[src/rtl/conv_pkg.sv]
// Shared geometry, widths and state encodings for the conv engine and its readers.
// Result image is M x M with M = N-P+1; NUM results read in raster order.
package conv_pkg;

  localparam int N      = 5;
  localparam int P      = 3;
  localparam int M      = N - P + 1;
  localparam int NUM    = M * M;
  localparam int OUT_W  = 12;
  localparam int ADDR_W = 4;
  localparam int RC_W   = (M > 1) ? $clog2(M) : 1;

  typedef enum logic [1:0] {
    IDLE,
    WAIT,
    READ,
    DRAIN
  } rd_state_t;

  typedef struct packed {
    logic            last;
    logic [RC_W-1:0] row;
    logic [RC_W-1:0] col;
  } rc_tag_t;

  typedef struct packed {
    logic [OUT_W-1:0] data;
    rc_tag_t          tag;
  } beat_t;

endpackage

[src/rtl/conv_stream_fifo.sv]
// Fall-through sync FIFO: a push into an empty FIFO is visible the same cycle.
// Ports: push/wdata in, valid/rdata/ready out-stream, count = stored words.
module conv_stream_fifo #(
  parameter int W = 8,
  parameter int D = 2
) (
  input  logic                   clk,
  input  logic                   rst,
  input  logic                   push,
  input  logic [W-1:0]           wdata,
  input  logic                   ready,
  output logic                   valid,
  output logic [W-1:0]           rdata,
  output logic [$clog2(D+1)-1:0] count
);

  localparam int AW = (D > 1) ? $clog2(D) : 1;
  localparam int CW = $clog2(D + 1);

  if (D < 2 || (D & (D - 1)) != 0) begin : g_bad_depth
    $error("conv_stream_fifo: D must be a power of 2, >= 2");
  end

  logic [W-1:0]  mem [D];
  logic [AW-1:0] wp;
  logic [AW-1:0] rp;
  logic          empty;
  logic          wr;
  logic          rd;

  assign empty = (count == '0);
  // a word consumed in the cycle it arrives never gets stored
  assign wr    = push & ~(empty & ready);
  assign rd    = ~empty & ready;
  assign valid = ~empty | push;

  always_comb begin
    rdata = '0;
    if (!empty)   rdata = mem[rp];
    else if (push) rdata = wdata;
  end

  always_ff @(posedge clk) begin
    if (wr) mem[wp] <= wdata;
  end

  always_ff @(posedge clk) begin
    if (rst) begin
      wp    <= '0;
      rp    <= '0;
      count <= '0;
    end else begin
      if (wr) wp <= wp + AW'(1);
      if (rd) rp <= rp + AW'(1);
      count <= count + CW'(wr) - CW'(rd);
    end
  end

endmodule

[src/rtl/conv_result_reader.sv]
// Reads the NUM conv results after the engine sweep; emits a tagged valid/ready stream.
// Ports: start/busy/done control, eng_infer/eng_addr/eng_out engine, m_* stream out.
module conv_result_reader
  import conv_pkg::*;
#(
  parameter int RD_LAT   = 1,
  parameter int WAIT_CYC = 128,
  parameter int FIFO_D   = 2
) (
  input  logic              clk,
  input  logic              rst,
  input  logic              start,
  output logic              busy,
  output logic              done,
  output logic              eng_infer,
  output logic [ADDR_W-1:0] eng_addr,
  input  logic [OUT_W-1:0]  eng_out,
  output logic              m_valid,
  input  logic              m_ready,
  output logic [OUT_W-1:0]  m_data,
  output logic [RC_W-1:0]   m_row,
  output logic [RC_W-1:0]   m_col,
  output logic              m_last
);

  localparam int WC_W  = (WAIT_CYC > 0) ? $clog2(WAIT_CYC + 1) : 1;
  localparam int FC_W  = $clog2(FIFO_D + 1);
  localparam int OCC_W = $clog2(FIFO_D + RD_LAT + 2) + 1;
  localparam int BW    = $bits(beat_t);

  if ((2 ** ADDR_W) < NUM) begin : g_bad_addr
    $error("conv_result_reader: ADDR_W too small for NUM");
  end

  rd_state_t         state;
  logic [WC_W-1:0]   wcnt;
  logic [ADDR_W-1:0] rd_addr;
  logic [RC_W-1:0]   row;
  logic [RC_W-1:0]   col;
  rc_tag_t           issue_tag;
  logic [RD_LAT-1:0] pipe;
  rc_tag_t           tag_pipe [RD_LAT];
  logic [FC_W-1:0]   fifo_count;
  logic [OCC_W-1:0]  occ;
  beat_t             push_beat;
  beat_t             out_beat;
  logic              push;
  logic              pop;
  logic              accept;
  logic              go_read;
  logic              credit;
  logic              issue;
  logic              last_issue;
  logic              fin;

  assign push      = pipe[RD_LAT-1];
  assign pop       = m_valid & m_ready;
  assign push_beat = {eng_out, tag_pipe[RD_LAT-1]};

  // Slots claimed once this edge settles: reads still short of the
  // FIFO plus what the FIFO will hold. Counting the pop lets a
  // FIFO_D = RD_LAT+1 buffer sustain one beat per clock.
  always_comb begin
    occ = OCC_W'(eng_infer) + OCC_W'(fifo_count) + OCC_W'(push);
    for (int i = 0; i < RD_LAT - 1; i++) occ = occ + OCC_W'(pipe[i]);
    occ = occ - OCC_W'(pop);
  end

  assign credit     = occ < OCC_W'(FIFO_D);
  assign accept     = (state == IDLE) & start & ~done;
  // the first issue shares the edge that leaves WAIT (or IDLE)
  assign go_read    = (state == READ)
                    | ((state == WAIT) & (wcnt == WC_W'(1)))
                    | (accept & (WAIT_CYC == 0));
  assign issue      = go_read & credit;
  assign last_issue = rd_addr == ADDR_W'(NUM - 1);
  assign fin        = (state == DRAIN) & pop & m_last;

  always_ff @(posedge clk) begin
    if (rst) begin
      state     <= IDLE;
      busy      <= 1'b0;
      done      <= 1'b0;
      eng_infer <= 1'b0;
      eng_addr  <= '0;
      wcnt      <= '0;
      rd_addr   <= '0;
      row       <= '0;
      col       <= '0;
      issue_tag <= '0;
    end else begin
      done      <= 1'b0;
      eng_infer <= issue;
      if (issue) begin
        eng_addr  <= rd_addr;
        issue_tag <= '{last: last_issue, row: row, col: col};
        rd_addr   <= rd_addr + ADDR_W'(1);
        if (col == RC_W'(M - 1)) begin
          col <= '0;
          row <= row + RC_W'(1);
        end else begin
          col <= col + RC_W'(1);
        end
      end
      unique case (state)
        IDLE: begin
          if (accept) begin
            busy  <= 1'b1;
            wcnt  <= WC_W'(WAIT_CYC);
            state <= (WAIT_CYC == 0) ? READ : WAIT;
          end
        end
        WAIT: begin
          wcnt <= wcnt - WC_W'(1);
          if (wcnt == WC_W'(1)) state <= READ;
        end
        READ: ;
        DRAIN: begin
          if (fin) begin
            state   <= IDLE;
            busy    <= 1'b0;
            done    <= 1'b1;
            rd_addr <= '0;
            row     <= '0;
            col     <= '0;
          end
        end
      endcase
      if (issue && last_issue) state <= DRAIN;
    end
  end

  // in-flight marks and their tags travel with the engine latency
  always_ff @(posedge clk) begin
    if (rst) begin
      pipe <= '0;
      for (int i = 0; i < RD_LAT; i++) tag_pipe[i] <= '0;
    end else begin
      pipe[0]     <= eng_infer;
      tag_pipe[0] <= issue_tag;
      for (int i = 1; i < RD_LAT; i++) begin
        pipe[i]     <= pipe[i-1];
        tag_pipe[i] <= tag_pipe[i-1];
      end
    end
  end

  conv_stream_fifo #(
    .W (BW),
    .D (FIFO_D)
  ) u_fifo (
    .clk   (clk),
    .rst   (rst),
    .push  (push),
    .wdata (push_beat),
    .ready (m_ready),
    .valid (m_valid),
    .rdata (out_beat),
    .count (fifo_count)
  );

  assign m_data = out_beat.data;
  assign m_row  = out_beat.tag.row;
  assign m_col  = out_beat.tag.col;
  assign m_last = out_beat.tag.last;

endmodule
[config.mk]
export PLATFORM = sky130hd
export DESIGN_NAME = conv_result_reader
export DESIGN_NICKNAME = d
export VERILOG_FILES = /design/src/rtl/conv_pkg.sv /design/src/rtl/conv_stream_fifo.sv /design/src/rtl/conv_result_reader.sv
export SDC_FILE = /design/constraint.sdc
export NUM_CORES = 1
export LEC_CHECK = 0
export ABC_AREA = 1
export CAP_MARGIN = 20
export CORE_MARGIN = 2
export CORE_UTILIZATION = 59
export DETAILED_ROUTE_END_ITERATION = 6
export DONT_BUFFER_PORTS = 1
export PLACE_DENSITY_LB_ADDON = 0.3
export SLEW_MARGIN = 20
export SYNTH_ARGS = -nofsm -noshare
export SYNTH_HDL_FRONTEND = slang
export SYNTH_HIERARCHICAL = 1
export SYNTH_SLANG_ARGS = --single-unit
export TNS_END_PERCENT = 20
[constraint.sdc]
create_clock -name clk -period 4.4 [get_ports clk]
set_input_delay 0.44 -clock clk [delete_from_list [all_inputs] [get_ports clk]]
set_output_delay 0.44 -clock clk [all_outputs]
set_load 0.005 [all_outputs]
==> key figures <==
Run status
  • Outcome: finished clean

Final layout
  • Share of post-route cells with drive strength above 1: under 10%
  • Area delta synth->final: 7.17%
  • Design area: 0.00363 sq mm
  • Fin util: between 60 and 70%
  • Layout Nets: 406
  • Non-Filler Instances: 456
  • Antenna diode count: 0

Floorplan
  • Die area: 0.00636 sq mm
  • DIE HEIGHT: 79.8 um
  • Starting Density: about three fifths
  • Core area: 0.00554 sq mm
  • # IOs: 41
  • Die width: between 70 and 80 um
  • Row cnt: 27

Worst setup path
  • R2r setup slk: 980 ps
  • Worst R2R End: issue_tag[2]$_SDFFE_PP0N_
  • CP max stage cell: fa_1
  • CP delay by family, top: simple AND/OR/NAND/NOR gates
  • CP max FO: 20
  • Worst setup path startpoint: u_fifo/count[1]$_SDFF_PP0_
  • CP endpoint kind: flip-flop
  • Register-to-Register Path Depth: 18
  • Critical Path End: issue_tag[2]$_SDFFE_PP0N_
  • CP cell instances: nor2_2 -> inv_2 -> or2_1 -> nand2_1 -> inv_1 -> ha_1 -> inv_1 -> ha_1 -> nand2_1 -> nand2_1 -> inv_1 -> fa_1 -> nand3_1 -> a21oi_4 -> nand2_2 -> or2_0 -> nand2_1 -> inv_1
  • CP startpoint kind: flip-flop
  • R2r startpoint: u_fifo/count[1]$_SDFF_PP0_
  • Crit path kind: flip-flop to flip-flop
  • CP arrival: 3680 ps
  • Critical Path RT: between 4000 and 5000 ps
  • Combined buffer and inverter count along the critical path: 5
  • Worst path max stage delay: 480 ps
  • Critical path depth: 18

STA
  • Fin. Hold Viols: 0
  • Clock Skews: 9.21 ps
  • Worst-Margin Slew: 763 ps
  • Min cycle time layout: about 3400 ps
  • Fmax: 292 MHz
  • Setup-failing EPs final: 0
  • Max Slew Vio Count: 0
  • Max_slew headroom: 49.1%
  • RSZ-0062 raised after global routing: false
  • Fin crit share: 77.8%
  • Setup TNS: 0 ps

Place
  • Final HPWL DP: 4000 um
  • GPL Wtd Cong: 0.773
  • PortBufs: 0
  • Cells after DPL: 440
  • Area after DPL: 0.00339 sq mm

Yosys
  • Most frequent cell after synthesis: nand2_1
  • Most frequent cells after synthesis: 59 x nand2_1, 50 x nor2_1, 43 x inv_1
  • Post-Syn Area per Cell: 8.98 sq um
  • Yosys cell types: 34
  • Complex-gate fraction of the synthesized area: 10.4%
  • Largest family of logic cells by synthesized area: simple AND/OR/NAND/NOR gates
  • Ys Warns: 6
  • Synth Area in XOR/XNOR: 1.03%
  • Simple-gate share of the synthesized area: 21.0%
  • Syn_nets: a little over 400
  • Post-synthesis mux area share: less than 1%
  • Synth Register Bits: 75
  • Sequential fraction of the synthesis area: 54.4%
  • Area leader, netlist: edfxtp_1
  • Synth Cell Area: 0.00339 sq mm
  • Top post-synthesis cells by area: edfxtp_1 30%, dfxtp_1 24%, nand2_1 6.5%, nor2_1 5.5%, inv_1 4.8%
  • Dominant synthesized flop cell: dfxtp_1
  • Asr flop ratio synth: 0%
  • Top-area cell type share of the netlist area: 30.2%
  • Number of flops mapped to enable cells by yosys: 34
  • Area share of fa/ha/maj cells after synthesis: 4.29%
  • Synth Instances: 377

Global route
  • Vias in the first global route: approximately 2300
  • Largest net degree at the start of global routing: 24
  • Initial antenna violation count: 0
  • Global-route usage over all layers: 20.7%
  • Gr ovfl total: 0
  • Global-route wire length before repair: between 10000 and 15000 um

Clock tree
  • Clock latency on the worst-skew pair: 350 ps
  • Clock-pin transition on the worst setup and hold timing paths: around 80 ps
  • Total setup buffers inserted after CTS: 0
  • H-tree Lvls: 3
  • Cts bufs inserted: 9
  • Clock sink count: 75
  • Clock buffer depth: 2
  • Post-cts sizing count: 0
  • Post-CTS Hold Buffers: 0
  • CTS tree: yes
  • CTS Root Cell: clkbuf_8

Hold path
  • Hold Crit Class: input pin to flip-flop

Pwr
  • Peak VDD IR: 339 uV
  • Lkg Pwr: 1.44 nW
  • Overall power: 0.00210 W
  • Power Density: 579 mW/mm^2

Route
  • Via Count: 2436
  • Drt via density: 5.34
  • DR iter-0 viols: 150
  • Pre-antenna DRT Iters: 4
  • Post-DRT Antenna Nets: 0
  • Total Wirelength: 6150 um
  • DRC violations left: 0
  • Drt wl/cell: 13.5 um

Job
  • Max-cap check violation count: 0
[cell usage in the layout (no fill, tap or decap), types with 2 or more instances in the layout]
master	netlist	layout
nand2_1	59	59
o21ai_1	12	12
clkbuf_8	0	9
dfxtp_1	41	41
nand2_2	2	2
bufinv_16	0	3
nand3_2	3	3
nand2_4	2	2
clkinv_2	1	2
nor2_2	2	2
nor2_4	2	2
inv_1	43	43
or2_0	2	2
xor2_1	3	3
buf_4	1	2
ha_1	10	10
a21oi_1	21	21
o21ai_0	28	28
nor2_1	50	50
edfxtp_1	34	34
a211oi_1	2	2
nand3_1	31	31
inv_2	6	6
nor3_1	4	4
[worst min path at each step]
stage                     depth (start not counted)                        end                       from  slack (ps)
after floorplan                                   2  tag_pipe[0][0]$_SDFF_PP0_  issue_tag[0]$_SDFFE_PP0N_         400
after global placement                            2  tag_pipe[0][0]$_SDFF_PP0_  issue_tag[0]$_SDFFE_PP0N_         410
after detailed placement                          2  tag_pipe[0][0]$_SDFF_PP0_  issue_tag[0]$_SDFFE_PP0N_         420
after CTS                                         1          row[0]$_SDFF_PP0_                        rst         140
after global routing                              1   eng_addr[2]$_SDFFE_PP0N_                        rst         140
final                                             1   eng_addr[2]$_SDFFE_PP0N_                        rst         140
[where the power goes]
group          internal (W)  switching, W  leakage (nW)
Sequential         0.000811     0.0000779         0.642
Clock              0.000378      0.000257         0.117
Combinational      0.000185      0.000393         0.683
Total               0.00137      0.000727          1.44
[cell type report]
class / count / area [sq um]
timing repair buffer: 2 / 15.0
sequential: 75 / 1840
inverter: 50 / 189
multi-input combinational: 241 / 1250
clock buffer: 10 / 128
fill: 457 / 1910
clock inverter: 6 / 111
tap: 72 / 90.1
[per-stage QoR]
stage	hold slack, ps	worst slack, ps
2_1_floorplan	400	1270
3_3_place_gp	412	1050
6_report	143	979
3_5_place_dp	421	983
5_1_grt	140	705
4_1_cts	141	972
[metal layers]
layer	vias to the layer above	track usage, %	part of all wire (%)
met2	54	35.6	46
li1	1239	-	-
met4	0	10.2	1.8
met3	9	3.85	5.6
met1	1134	24.9	47
met5	-	0	0
[flip-flops by register name, indices dropped and copies added (netlist names), 4 cells and up, named ones only]
| signal | cells |
|---|---|
| issue_tag | 5 |
| rd_addr | 4 |
| u_fifo/mem | 34 |
| tag_pipe | 5 |
| wcnt | 8 |
| eng_addr | 4 |
[kinds of logic (layout without fill, tap and decap cells)]
logic type                 after synthesis  in the layout
AOI/OAI and AO/OA                       66             66
xor gates and xnor gates                 4              4
adders and majority gates               11             11
buffers and inverters                   61             68
DFF                                     75             75
muxes                                    1              1
and+or+nand+nor                        159            159
No activity file was read; power rests on OpenSTA's default activity.
